$ cat config.mk
export PLATFORM = sky130hd
export DESIGN_NAME = result_collector
export DESIGN_NICKNAME = d
export VERILOG_FILES = /design/src/rtl/result_collector.sv
export SDC_FILE = /design/constraint.sdc
export NUM_CORES = 1
export LEC_CHECK = 0
export ABC_AREA = 1
export BUFFER_PORTS_ARGS = -buffer_cell sky130_fd_sc_hd__buf_2
export CORE_MARGIN = 2
export CORE_UTILIZATION = 48
export CTS_BUF_LIST = sky130_fd_sc_hd__clkbuf_4 sky130_fd_sc_hd__clkbuf_8
export DETAILED_ROUTE_END_ITERATION = 8
export GPL_TIMING_DRIVEN = 0
export PLACE_DENSITY = 0.77
export SETUP_SLACK_MARGIN = 0.4
export SYNTH_ARGS = -nofsm -noshare
export SYNTH_HDL_FRONTEND = slang
export SYNTH_SLANG_ARGS = --single-unit
$ cat constraint.sdc
create_clock -name clk_i -period 12.5 [get_ports clk_i]
set_input_delay 0.625 -clock clk_i [delete_from_list [all_inputs] [get_ports clk_i]]
set_output_delay 0.625 -clock clk_i [all_outputs]
set_load 0.005 [all_outputs]
$ cat src/rtl/result_collector.sv
// Snapshots the PE-array accumulator matrix on capture and streams it out row-major over valid/ready.
// Define RESULT_COLLECTOR_SATURATE_EN to saturate ACC_W->OUT_W instead of truncating.
module result_collector #(
  parameter int N     = 4,
  parameter int ACC_W = 20,
  parameter int OUT_W = 16,
  parameter int LOG_N = $clog2(N)
) (
  input  logic                             clk_i,
  input  logic                             rst_i,
  input  logic                             capture_i,
  input  logic [N-1:0][N-1:0][ACC_W-1:0]   acc_i,
  output logic                             ready_o,
  output logic                             data_valid_o,
  input  logic                             data_ready_i,
  output logic [OUT_W-1:0]                 data_o,
  output logic [LOG_N-1:0]                 row_o,
  output logic [LOG_N-1:0]                 col_o,
  output logic                             last_o,
  output logic                             overrun_o
);

  localparam int KW = 2 * LOG_N;
  localparam logic [KW-1:0] K_LAST = '1;

  typedef enum logic {S_IDLE, S_DRAIN} state_t;

  state_t                           state_q, state_d;
  logic [KW-1:0]                    k_q, k_d;
  logic                             overrun_q, overrun_d;
  logic [N-1:0][N-1:0][ACC_W-1:0]   snap_q;
  logic [ACC_W-1:0]                 sel;
  logic [OUT_W-1:0]                 conv;

  always_ff @(posedge clk_i or posedge rst_i) begin
    if (rst_i) begin
      state_q   <= S_IDLE;
      k_q       <= '0;
      overrun_q <= 1'b0;
    end else begin
      state_q   <= state_d;
      k_q       <= k_d;
      overrun_q <= overrun_d;
    end
  end

  // Snapshot has no reset: contents are meaningless until the first capture.
  always_ff @(posedge clk_i) begin
    if (state_q == S_IDLE && capture_i) begin
      snap_q <= acc_i;
    end
  end

  always_comb begin
    state_d   = state_q;
    k_d       = k_q;
    overrun_d = overrun_q;
    case (state_q)
      S_IDLE: begin
        if (capture_i) begin
          state_d = S_DRAIN;
          k_d     = '0;
        end
      end
      S_DRAIN: begin
        if (capture_i) begin
          overrun_d = 1'b1;
        end
        if (data_ready_i) begin
          if (k_q == K_LAST) begin
            k_d     = '0;
            state_d = S_IDLE;
          end else begin
            k_d = k_q + 1'b1;
          end
        end
      end
      default: begin
        state_d = S_IDLE;
        k_d     = '0;
      end
    endcase
  end

  assign row_o = k_q[KW-1:LOG_N];
  assign col_o = k_q[LOG_N-1:0];
  assign sel   = snap_q[row_o][col_o];

`ifdef RESULT_COLLECTOR_SATURATE_EN
  localparam logic signed [ACC_W-1:0] SAT_HI = {{(ACC_W-OUT_W+1){1'b0}}, {(OUT_W-1){1'b1}}};
  localparam logic signed [ACC_W-1:0] SAT_LO = {{(ACC_W-OUT_W+1){1'b1}}, {(OUT_W-1){1'b0}}};

  always_comb begin
    conv = sel[OUT_W-1:0];
    if ($signed(sel) > SAT_HI) begin
      conv = SAT_HI[OUT_W-1:0];
    end else if ($signed(sel) < SAT_LO) begin
      conv = SAT_LO[OUT_W-1:0];
    end
  end
`else
  logic unused_sel;
  assign unused_sel = ^{1'b0, sel};
  assign conv       = sel[OUT_W-1:0];
`endif

  assign ready_o      = (state_q == S_IDLE);
  assign data_valid_o = (state_q == S_DRAIN);
  assign data_o       = data_valid_o ? conv : '0;
  assign last_o       = data_valid_o && (k_q == K_LAST);
  assign overrun_o    = overrun_q;

endmodule

==> flow_metrics.env, run 1 <==
export IMPL_use_met2_pct=42.3
export IMPL_p_clk_share_pct=27.4
export IMPL_path_delay_family="buffers and inverters"
export IMPL_max_freq_mhz=299
export IMPL_start_util_pct=49.0
export IMPL_ys_seq_elements=262
export IMPL_r2r_end="snap_q[95]"
export IMPL_p_int_w=0.00176
export IMPL_r2r_slack_ps=10510
export IMPL_slew_violations=0
export IMPL_setup_worst_path_class="flip-flop to output port"
export IMPL_setup_viol=0
export IMPL_fin_crit_sh_pct=26.8
export IMPL_cp_max_fo=10
export IMPL_fin_setup_tns_ps=0
export IMPL_critPathBufInv=3
export IMPL_synth_edf_count=256
export IMPL_use_met1_pct=31.9
export IMPL_antenna_found_initial=8
export IMPL_outcome="completed"
export IMPL_seqPwrFrac_pct=36.5
export IMPL_wl_mm=32.0
export IMPL_crit_required_ps=11880
export IMPL_grt_overflow_total=0
export IMPL_seq_area_sq_um=7840
export IMPL_synth_common_cells="nand2_1 (389), edfxtp_1 (256), nand3_1 (162), inv_1 (134), buf_2 (25)"
export IMPL_synth_warnings=0
export IMPL_clock_latency_ps=560
export IMPL_synth_top_cell_area_share_pct=69.1
export IMPL_netlist_instances=1034
export IMPL_final_setup_skew_ps=32.4
export IMPL_cp_slowest_cell="clkbuf_1"
export IMPL_cts_root_buf="clkbuf_8"
export IMPL_core_area_sq_um=22700
export IMPL_fin_nets=1696
export IMPL_syn_nets=1359
export IMPL_period_needed_ps=3350
export IMPL_drive_gt1_share_pct=28.4
export IMPL_crit_top_cell="nand3_1"
export IMPL_avgSynthCellArea_sq_um=10.8
export IMPL_power_switching_w=0.00103
export IMPL_multiInputGateArea_sq_um=2440
export IMPL_worst_pin_slew_ps=692
export IMPL_synth_area_sq_um=11100
export IMPL_gr_usage_all_layers_pct=25.9
export IMPL_die_w_um=156
export IMPL_min_to="snap_q[144]"
export IMPL_cts_resized=0
export IMPL_clk_pin_slew_ps=70
export IMPL_synth_main_ff_cell="edfxtp_1"
export IMPL_cts_htree_levels=2
export IMPL_first_pass_iters=8
export IMPL_slowest_delay_ps=530
export IMPL_met3_usage_pct=7.53
export IMPL_cp_start_kind="flip-flop"
export IMPL_hp_class="input pin to flip-flop"
export IMPL_die_area_sq_um=24400
export IMPL_nFillCells=1894
export IMPL_place_hpwl_mm=23.7
export IMPL_die_height_um=156
export IMPL_peakVddDrop_mv=0.108
export IMPL_cts_sinks=262
export IMPL_reg2reg_depth=4
export IMPL_viasPerCell=5.03
export IMPL_drt_initial_drc_count=701
export IMPL_yosysSeqAreaShare_pct=70.4
export IMPL_hold_violations=0
export IMPL_async_flop_share_pct=2.29
export IMPL_io_buffers=283
export IMPL_wl_per_cell_um=18.9
export IMPL_p_leak_nw=6.31
export IMPL_gp_congestion=0.920
export IMPL_maxSlewHeadroom_pct=53.9
export IMPL_postCtsSetupBuffers=0
export IMPL_syn2layout_area_growth_pct=25.4
export IMPL_worstSetupEndpointType="output port"
export IMPL_synthTopCellsByArea="edfxtp_1 (69%), nand2_1 (13%), nand3_1 (7.3%), inv_1 (4.5%), dfrtp_1 (1.3%)"
export IMPL_worstHoldPathCells=1
export IMPL_yosysMostFrequentCell="nand2_1"
export IMPL_rsz0062_at_grt="no"
export IMPL_p_per_area_nw_per_um2=200
export IMPL_switching_share_pct=36.9
export IMPL_busiest_layer="met2"
export IMPL_synth_cell_types=21
export IMPL_dr_total_vias=8510
export IMPL_grt_max_degree=42
export IMPL_row_count=55
export IMPL_r2r_start="data_valid_o"
export IMPL_cp_cell_sequence="inv_1 > clkbuf_1 > nand3_1 > nand3_1 > nand3_1 > a21oi_1 > buf_2"
export IMPL_worstPathArrival_ps=2720
export IMPL_p_total_w=0.00279
export IMPL_cts_tree="built"
export IMPL_ios=348
export IMPL_clockBufferDepth=3
export IMPL_path_depth=7
export IMPL_yosysTopAreaCell="edfxtp_1"
export IMPL_grt_pass1_vias=8309
export IMPL_drc=0
export IMPL_grt_pass1_wl_mm=45.7
export IMPL_numCtsBuffers=43
export IMPL_drv_cap=0
export IMPL_p_comb_share_pct=36.1
export IMPL_antenna_left=0
export IMPL_hold_start="acc_i[144]"
through the flow:
stage | cell area, sq um | setup slack [ps] | hold slack (ps) | util [%] | instances
2_1_floorplan | 11100 | 4670 | 416 | - | 1034
3_3_place_gp | 12900 | 2290 | 456 | 56.8 | 1602
3_5_place_dp | 13100 | 9790 | 459 | 57.6 | 1610
4_1_cts | 13900 | 9160 | 208 | 61.4 | 1686
5_1_grt | 14000 | 9070 | 204 | 61.5 | 1692
6_report | 14000 | 9150 | 239 | 61.5 | 1692
final cells by class:
cell class | instances | share of cell area (%)
buffer | 55 | 2.48
multi-input combinational | 580 | 17.5
antenna | 6 | 0.108
clock inverter | 17 | 1.11
inverter | 137 | 3.70
clock buffer | 58 | 5.04
tap | 285 | 2.55
timing repair buffer | 292 | 11.4
sequential | 262 | 56.1
power by group through the flow:
stage | registers (W) | logic (W) | clock network [W]
after global placement | 0.00105 | 0.000980 | 0
after detailed placement | 0.00104 | 0.000996 | 0
after CTS | 0.00102 | 0.00100 | 0.000777
final | 0.00102 | 0.00101 | 0.000764
after global routing | 0.00102 | 0.00109 | 0.000818
after floorplan | 0.00104 | 0.000574 | 0
kinds of logic (layout without fill, tap and decap cells):
kind of cell,after synthesis,after routing,synth area share [%]
adders and majority gates,1,1,0.112
xor gates and xnor gates,1,1,0.0787
DFF,262,262,70.4
other,0,6,0
AOI/OAI and AO/OA,24,24,1.15
and+or+nand+nor,554,554,20.5
buffers and inverters,192,559,7.76
cell usage in the layout (no fill, tap or decap), types with 3 or more instances in the layout:
cell type | netlist | final
nand3_1 | 162 | 162
clkbuf_1 | 14 | 14
clkbuf_8 | 0 | 43
diode_2 | 0 | 6
buf_12 | 0 | 7
nand2_1 | 389 | 389
o21ai_0 | 3 | 3
clkbuf_4 | 0 | 15
a21oi_1 | 17 | 17
edfxtp_1 | 256 | 256
buf_6 | 12 | 12
buf_2 | 25 | 308
bufinv_16 | 0 | 3
clkinv_1 | 2 | 12
inv_1 | 134 | 134
dfrtp_1 | 6 | 6
registers in the layout (all words and copies together) (netlist names):
| name | count |
|---|---|
| snap_q | 256 |
| k_q | 4 |
| data_valid_o | 1 |
| overrun_o | 1 |
worst register-to-register path, delay by kind of cell (launching register included):
| kind | cells | cell delay [ps] |
|---|---|---|
| and+or+nand+nor | 1 | 470 |
| DFF | 1 | 460 |
| buffers and inverters | 3 | 730 |
routing by layer:
| metal | part of all wire (%) | up-vias |
|---|---|---|
| met2 | 48 | 427 |
| met4 | 3.9 | 4 |
| met3 | 9.5 | 81 |
| li1 | - | 4072 |
| met1 | 39 | 3926 |
| met5 | 0.090 | - |
timing repair:
| item | in CTS | in global routing |
|---|---|---|
| hold buffers | 1 | 0 |
| setup endpoints to repair | 0 | 0 |
| hold endpoints to repair | 6 | 0 |
how the worst max path moves through the flow:
stage	start	end	slack [ps]
floorplan	capture_i	snap_q[0]	4670
global placement	capture_i	snap_q[251]	2290
detailed placement	k_q[3]	data_o[12]	9790
CTS	k_q[3]	data_o[12]	9160
global route	k_q[3]	data_o[12]	9070
finish	k_q[3]	data_o[12]	9150
No activity file was read; power rests on OpenSTA's default activity.
==> inputs of run 2 (changes only) <==
--- a/config.mk
+++ b/config.mk
@@ -8,11 +8,11 @@
 export ABC_AREA = 1
 export BUFFER_PORTS_ARGS = -buffer_cell sky130_fd_sc_hd__buf_2
 export CORE_MARGIN = 2
-export CORE_UTILIZATION = 48
+export CORE_UTILIZATION = 53
 export CTS_BUF_LIST = sky130_fd_sc_hd__clkbuf_4 sky130_fd_sc_hd__clkbuf_8
 export DETAILED_ROUTE_END_ITERATION = 8
 export GPL_TIMING_DRIVEN = 0
-export PLACE_DENSITY = 0.77
+export PLACE_DENSITY = 0.8
 export SETUP_SLACK_MARGIN = 0.4
 export SYNTH_ARGS = -nofsm -noshare
 export SYNTH_HDL_FRONTEND = slang
==> constraint.sdc (replaced) <==
create_clock -name clk_i -period 3.3 [get_ports clk_i]
set_input_delay 0.165 -clock clk_i [delete_from_list [all_inputs] [get_ports clk_i]]
set_output_delay 0.165 -clock clk_i [all_outputs]
set_load 0.005 [all_outputs]
==> run 2 against run 1 <==
Compared with the run above:
- sequential cell count did not move
- critical path type unchanged
- critical path depth stayed put
- die area fell by 9.2%
- global-route usage rose by 11 points
- cell count grew 15%
- cell area is 18% higher
- via count is 24% higher
- register-to-register slack got worse by 9400 ps
- hold slack lost 120 ps
- sequential power rose to 3.8 times the previous value
- clock-buffer cell count down 10
- utilization increased by 18 points
==> flow_metrics.env, run 2 (same netlist as run 1, synthesis figures left out) <==
export IMPL_outcome="completed"
export IMPL_top_regs="snap_q (256), k_q (4)"
export IMPL_grt_pass1_wl_mm=60.5
export IMPL_drive_gt1_share_pct=23.5
export IMPL_p_comb_share_pct=39.0
export IMPL_grt_pass1_vias=10949
export IMPL_drv_cap=0
export IMPL_setup_viol=0
export IMPL_antenna_found_initial=3
export IMPL_setup_worst_path_class="flip-flop to output port"
export IMPL_slew_violations=0
export IMPL_syn2layout_area_growth_pct=47.9
export IMPL_place_area_sq_um=13100
export IMPL_cp_start_kind="flip-flop"
export IMPL_io_buffers=283
export IMPL_maxSlewHeadroom_pct=43.6
export IMPL_gr_usage_all_layers_pct=37.3
export IMPL_antenna_left=0
export IMPL_wl_per_cell_um=21.7
export IMPL_multiInputGateArea_sq_um=2440
export IMPL_clk_pin_slew_ps=70
export IMPL_fin_util_pct=79.1
export IMPL_crit_required_ps=3130
export IMPL_period_needed_ps=2840
export IMPL_drt_initial_drc_count=1290
export IMPL_peakVddDrop_mv=0.502
export IMPL_cts_htree_levels=2
export IMPL_fin_nets=1955
export IMPL_mostFrequentLayoutCells="nand2_1 (389), buf_2 (308), dlygate4sd3_1 (259), edfxtp_1 (256), nand3_1 (162)"
export IMPL_row_count=53
export IMPL_rsz0062_at_grt="no"
export IMPL_clock_latency_ps=570
export IMPL_power_switching_w=0.00429
export IMPL_p_per_area_nw_per_um2=663
export IMPL_place_hpwl_mm=23.1
export IMPL_numCtsBuffers=44
export IMPL_grt_overflow_total=0
export IMPL_p_int_w=0.00662
export IMPL_nFillCells=1161
export IMPL_core_area_sq_um=20800
export IMPL_switching_share_pct=39.3
export IMPL_final_setup_skew_ps=24.2
export IMPL_final_common_cell="nand2_1"
export IMPL_drc=0
export IMPL_fin_crit_sh_pct=86.2
export IMPL_cp_max_fo=10
export IMPL_worst_pin_slew_ps=844
export IMPL_viasPerCell=5.45
export IMPL_p_clk_share_pct=25.6
export IMPL_hp_class="input pin to async pin"
export IMPL_p_leak_nw=7.33
export IMPL_dr_total_vias=10564
export IMPL_ios=348
export IMPL_largest_register_ffs=256
export IMPL_max_freq_mhz=352
export IMPL_die_height_um=149
export IMPL_die_area_sq_um=22200
export IMPL_cts_tree="built"
export IMPL_gp_congestion=0.886
export IMPL_cts_root_buf="clkbuf_8"
export IMPL_seq_area_sq_um=7840
export IMPL_cts_sinks=262
export IMPL_start_util_pct=53.5
export IMPL_die_w_um=149
export IMPL_seqPwrFrac_pct=35.4
export IMPL_worstSetupEndpointType="output port"
export IMPL_clockBufferDepth=3
export IMPL_wl_mm=42.0
export IMPL_worstPathArrival_ps=2680
export IMPL_first_pass_iters=8
export IMPL_top_register="snap_q"
export IMPL_final_area_sq_um=16500
export IMPL_grt_max_degree=38
export IMPL_hold_violations=0
## run 2: cell types whose count changed in the layout (fill, tap and decap cells not counted)
cell           delta
bufinv_16         -2
clkbuf_4         -11
clkbuf_8          +1
clkinv_1         +11
clkinv_2          +2
clkinvlp_4        +3
dfrtp_1           -1
dfrtp_2           +1
diode_2           -4
dlygate4sd3_1   +258
inv_6             -1
## run 2: repair_timing
item,4_1_cts,5_1_grt
gates resized for setup,0,0
hold buffers,259,0
hold endpoints to repair,265,0
buffers inserted,0,0
## run 2: final cells by class
| cell class | count | area share [%] |
|---|---|---|
| Buffer | 55 | 2.11 |
| Clock inverter | 30 | 0.973 |
| Timing Repair Buffer | 550 | 25.4 |
| Multi-Input combinational cell | 580 | 14.8 |
| Inverter | 137 | 3.14 |
| Tap cell | 275 | 2.09 |
| Antenna cell | 2 | 0.0304 |
| Sequential cell | 262 | 47.6 |
| Clock buffer | 48 | 3.86 |
## run 2: power by group through the flow
stage	Clock, W	Combinational (W)	Sequential, W
2_1_floorplan	0	0.00217	0.00394
3_3_place_gp	0	0.00364	0.00395
3_5_place_dp	0	0.00372	0.00393
4_1_cts	0.00270	0.00398	0.00386
5_1_grt	0.00290	0.00448	0.00387
6_report	0.00279	0.00426	0.00387
## run 2: path summary, 6_finish.rpt
check	start	to	slack [ps]	cells after the start
min reg2reg	overrun_o	overrun_o	500	1
max	k_q[3]	data_o[12]	460	7
min	rst_i	k_q[0]	120	3
max reg2reg	data_valid_o	snap_q[33]	1070	4
min in group clk_i	acc_i[203]	snap_q[203]	310	2
max in group asynchronous	rst_i	data_valid_o	2910	3
## run 2: stage by stage
step	hold WS [ps]	TNS, ps	instances	total power [W]	setup slack (ps)
after floorplan	-44.1	-346040	1034	0.00611	-1350
after global placement	111	-666150	1592	0.00759	-2610
after detailed placement	127	0	1600	0.00765	1130
after CTS	83.3	0	1937	0.0105	616
after global routing	146	0	1939	0.0113	456
final	116	0	1939	0.0109	457
## run 2: critical path, cell delays in order (launching register included)
cell and delay, ps:
dfrtp_1 400, inv_1 90, clkbuf_1 580, nand3_1 190
nand3_1 180, nand3_1 150, a21oi_1 340, buf_2 180
## run 2: layer usage
| layer | part of all wire, % | global-route usage (%) |
|---|---|---|
| met1 | 33 | 41.9 |
| met2 | 50 | 65.1 |
| met3 | 11 | 9.85 |
| met4 | 5.7 | 19.7 |
| met5 | 0.031 | 0 |
==> inputs of run 3 (changes only) <==
--- a/config.mk
+++ b/config.mk
@@ -5,13 +5,13 @@
 export SDC_FILE = /design/constraint.sdc
 export NUM_CORES = 1
 export LEC_CHECK = 0
-export ABC_AREA = 1
 export BUFFER_PORTS_ARGS = -buffer_cell sky130_fd_sc_hd__buf_2
+export CELL_PAD_IN_SITES_DETAIL_PLACEMENT = 1
+export CELL_PAD_IN_SITES_GLOBAL_PLACEMENT = 2
 export CORE_MARGIN = 2
-export CORE_UTILIZATION = 53
+export CORE_UTILIZATION = 36
 export CTS_BUF_LIST = sky130_fd_sc_hd__clkbuf_4 sky130_fd_sc_hd__clkbuf_8
 export DETAILED_ROUTE_END_ITERATION = 8
-export GPL_TIMING_DRIVEN = 0
 export PLACE_DENSITY = 0.8
 export SETUP_SLACK_MARGIN = 0.4
 export SYNTH_ARGS = -nofsm -noshare
==> run 3 against run 2 <==
Compared with the run above:
- the run now fails in clock tree synthesis
- area after synthesis decreased by 7.8%
- synthesized cell count decreased by 47%
==> flow_metrics.env, run 3 <==
export IMPL_haltStage="clock tree synthesis"
export IMPL_synth_adder_area_share_pct=0.122
export IMPL_synth_area_sq_um=10300
export IMPL_synth_main_ff_cell="edfxtp_1"
export IMPL_yosysSeqAreaShare_pct=76.4
export IMPL_cts_sinks=262
export IMPL_clockBufferDepth=3
export IMPL_error="[ERROR RSZ-0060] Max buffer count reached."
export IMPL_synth_top_family_by_area="multiplexers"
export IMPL_die_height_um=173
export IMPL_synth_common_cells="edfxtp_1 (256), mux2i_1 (104), a22oi_1 (50), nand2_1 (20), nand3_1 (16)"
export IMPL_synth_compound_area_share_pct=5.40
export IMPL_synth_top_cell_area_share_pct=74.9
export IMPL_synth_xor_area_share_pct=0
export IMPL_gp_congestion=0.743
export IMPL_cts_htree_levels=2
export IMPL_cts_root_buf="clkbuf_8"
export IMPL_yosysTopAreaCell="edfxtp_1"
export IMPL_place_area_sq_um=12100
export IMPL_async_flop_share_pct=2.29
export IMPL_postCtsSetupBuffers=0
export IMPL_row_count=61
export IMPL_outcome="stopped before the end"
export IMPL_synth_edf_count=256
export IMPL_start_util_pct=36.7
export IMPL_numCtsBuffers=46
export IMPL_ios=348
export IMPL_avgSynthCellArea_sq_um=18.8
export IMPL_yosysMostFrequentCell="edfxtp_1"
export IMPL_dpl_cell_count=1194
export IMPL_cts_resized=0
export IMPL_synthMuxAreaShare_pct=12.9
export IMPL_netlist_instances=547
export IMPL_ys_seq_elements=262
export IMPL_synth_warnings=0
export IMPL_synthTopCellsByArea="edfxtp_1 (75%), mux2i_1 (10%), a22oi_1 (3.7%), mux4_2 (1.8%), dfrtp_1 (1.5%)"
export IMPL_die_w_um=173
export IMPL_pre_cts_ws_ps=1050
export IMPL_syn_nets=872
export IMPL_io_buffers=283
export IMPL_synth_cell_types=32
export IMPL_postCtsHoldBufs=255
export IMPL_place_hpwl_mm=18.5
export IMPL_synth_simple_area_share_pct=2.56
-- run 3: cells by family after synthesis --
group | after synthesis
fa+ha+maj | 1
simple gates | 55
buf+inv | 33
flops | 262
compound gates | 80
mux | 116
-- run 3: stage by stage --
| step | utilization [%] | TNS, ps |
|---|---|---|
| 2_1_floorplan | - | -370270 |
| 3_3_place_gp | 43.4 | 0 |
| 3_5_place_dp | 43.4 | 0 |
==> inputs of run 4 (changes only) <==
==> config.mk (replaced) <==
export PLATFORM = sky130hd
export DESIGN_NAME = result_collector
export DESIGN_NICKNAME = d
export VERILOG_FILES = /design/src/rtl/result_collector.sv
export SDC_FILE = /design/constraint.sdc
export NUM_CORES = 1
export LEC_CHECK = 0
export BUFFER_PORTS_ARGS = -buffer_cell sky130_fd_sc_hd__buf_2
export CORE_MARGIN = 2
export CORE_UTILIZATION = 40
export DETAILED_ROUTE_END_ITERATION = 8
export PLACE_DENSITY_LB_ADDON = 0.15
export SYNTH_ARGS = -nofsm -noshare
export SYNTH_HDL_FRONTEND = slang
export SYNTH_SLANG_ARGS = --single-unit
==> run 4 against run 3 <==
Compared with the run above:
- the flow again stops in clock tree synthesis
- synthesized cell count unchanged
- area after synthesis unchanged
==> flow_metrics.env, run 4 <==
export IMPL_synth_area_sq_um=10300
export IMPL_die_height_um=164
export IMPL_synth_main_ff_cell="edfxtp_1"
export IMPL_start_util_pct=40.7
export IMPL_cts_sinks=262
export IMPL_place_hpwl_mm=17.4
export IMPL_clockBufferDepth=3
export IMPL_postCtsHoldBufs=240
export IMPL_yosysMostFrequentCell="edfxtp_1"
export IMPL_row_count=58
export IMPL_netlist_instances=547
export IMPL_cts_htree_levels=1
export IMPL_ios=348
export IMPL_syn_nets=872
export IMPL_yosysSeqAreaShare_pct=76.4
export IMPL_outcome="stopped before the end"
export IMPL_die_w_um=164
export IMPL_cts_resized=0
export IMPL_cts_root_buf="clkbuf_16"
export IMPL_synth_common_cells="edfxtp_1 (256), mux2i_1 (104), a22oi_1 (50), nand2_1 (20), nand3_1 (16)"
export IMPL_async_flop_share_pct=2.29
export IMPL_synth_warnings=0
export IMPL_synth_top_cell_area_share_pct=74.9
export IMPL_pre_cts_ws_ps=951
export IMPL_synth_edf_count=256
export IMPL_haltStage="clock tree synthesis"
export IMPL_postCtsSetupBuffers=0
export IMPL_numCtsBuffers=28
export IMPL_gp_congestion=0.786
export IMPL_io_buffers=283
export IMPL_synth_cell_types=32
export IMPL_error="[ERROR RSZ-0060] Max buffer count reached."
export IMPL_ys_seq_elements=262
export IMPL_avgSynthCellArea_sq_um=18.8
export IMPL_synthTopCellsByArea="edfxtp_1 (75%), mux2i_1 (10%), a22oi_1 (3.7%), mux4_2 (1.8%), dfrtp_1 (1.5%)"
export IMPL_yosysTopAreaCell="edfxtp_1"
-- run 4: cell families after synthesis --
| logic type | count (synthesis) | synth area share (%) |
|---|---|---|
| adders and majority gates | 1 | 0.122 |
| buffers and inverters | 33 | 2.59 |
| and+or+nand+nor | 55 | 2.56 |
| DFF | 262 | 76.4 |
| muxes | 116 | 12.9 |
| AOI/OAI and AO/OA | 80 | 5.40 |
-- run 4: metrics by stage --
stage	cells	area, sq um
2_1_floorplan	547	10300
3_3_place_gp	1149	12100
3_5_place_dp	1149	12100
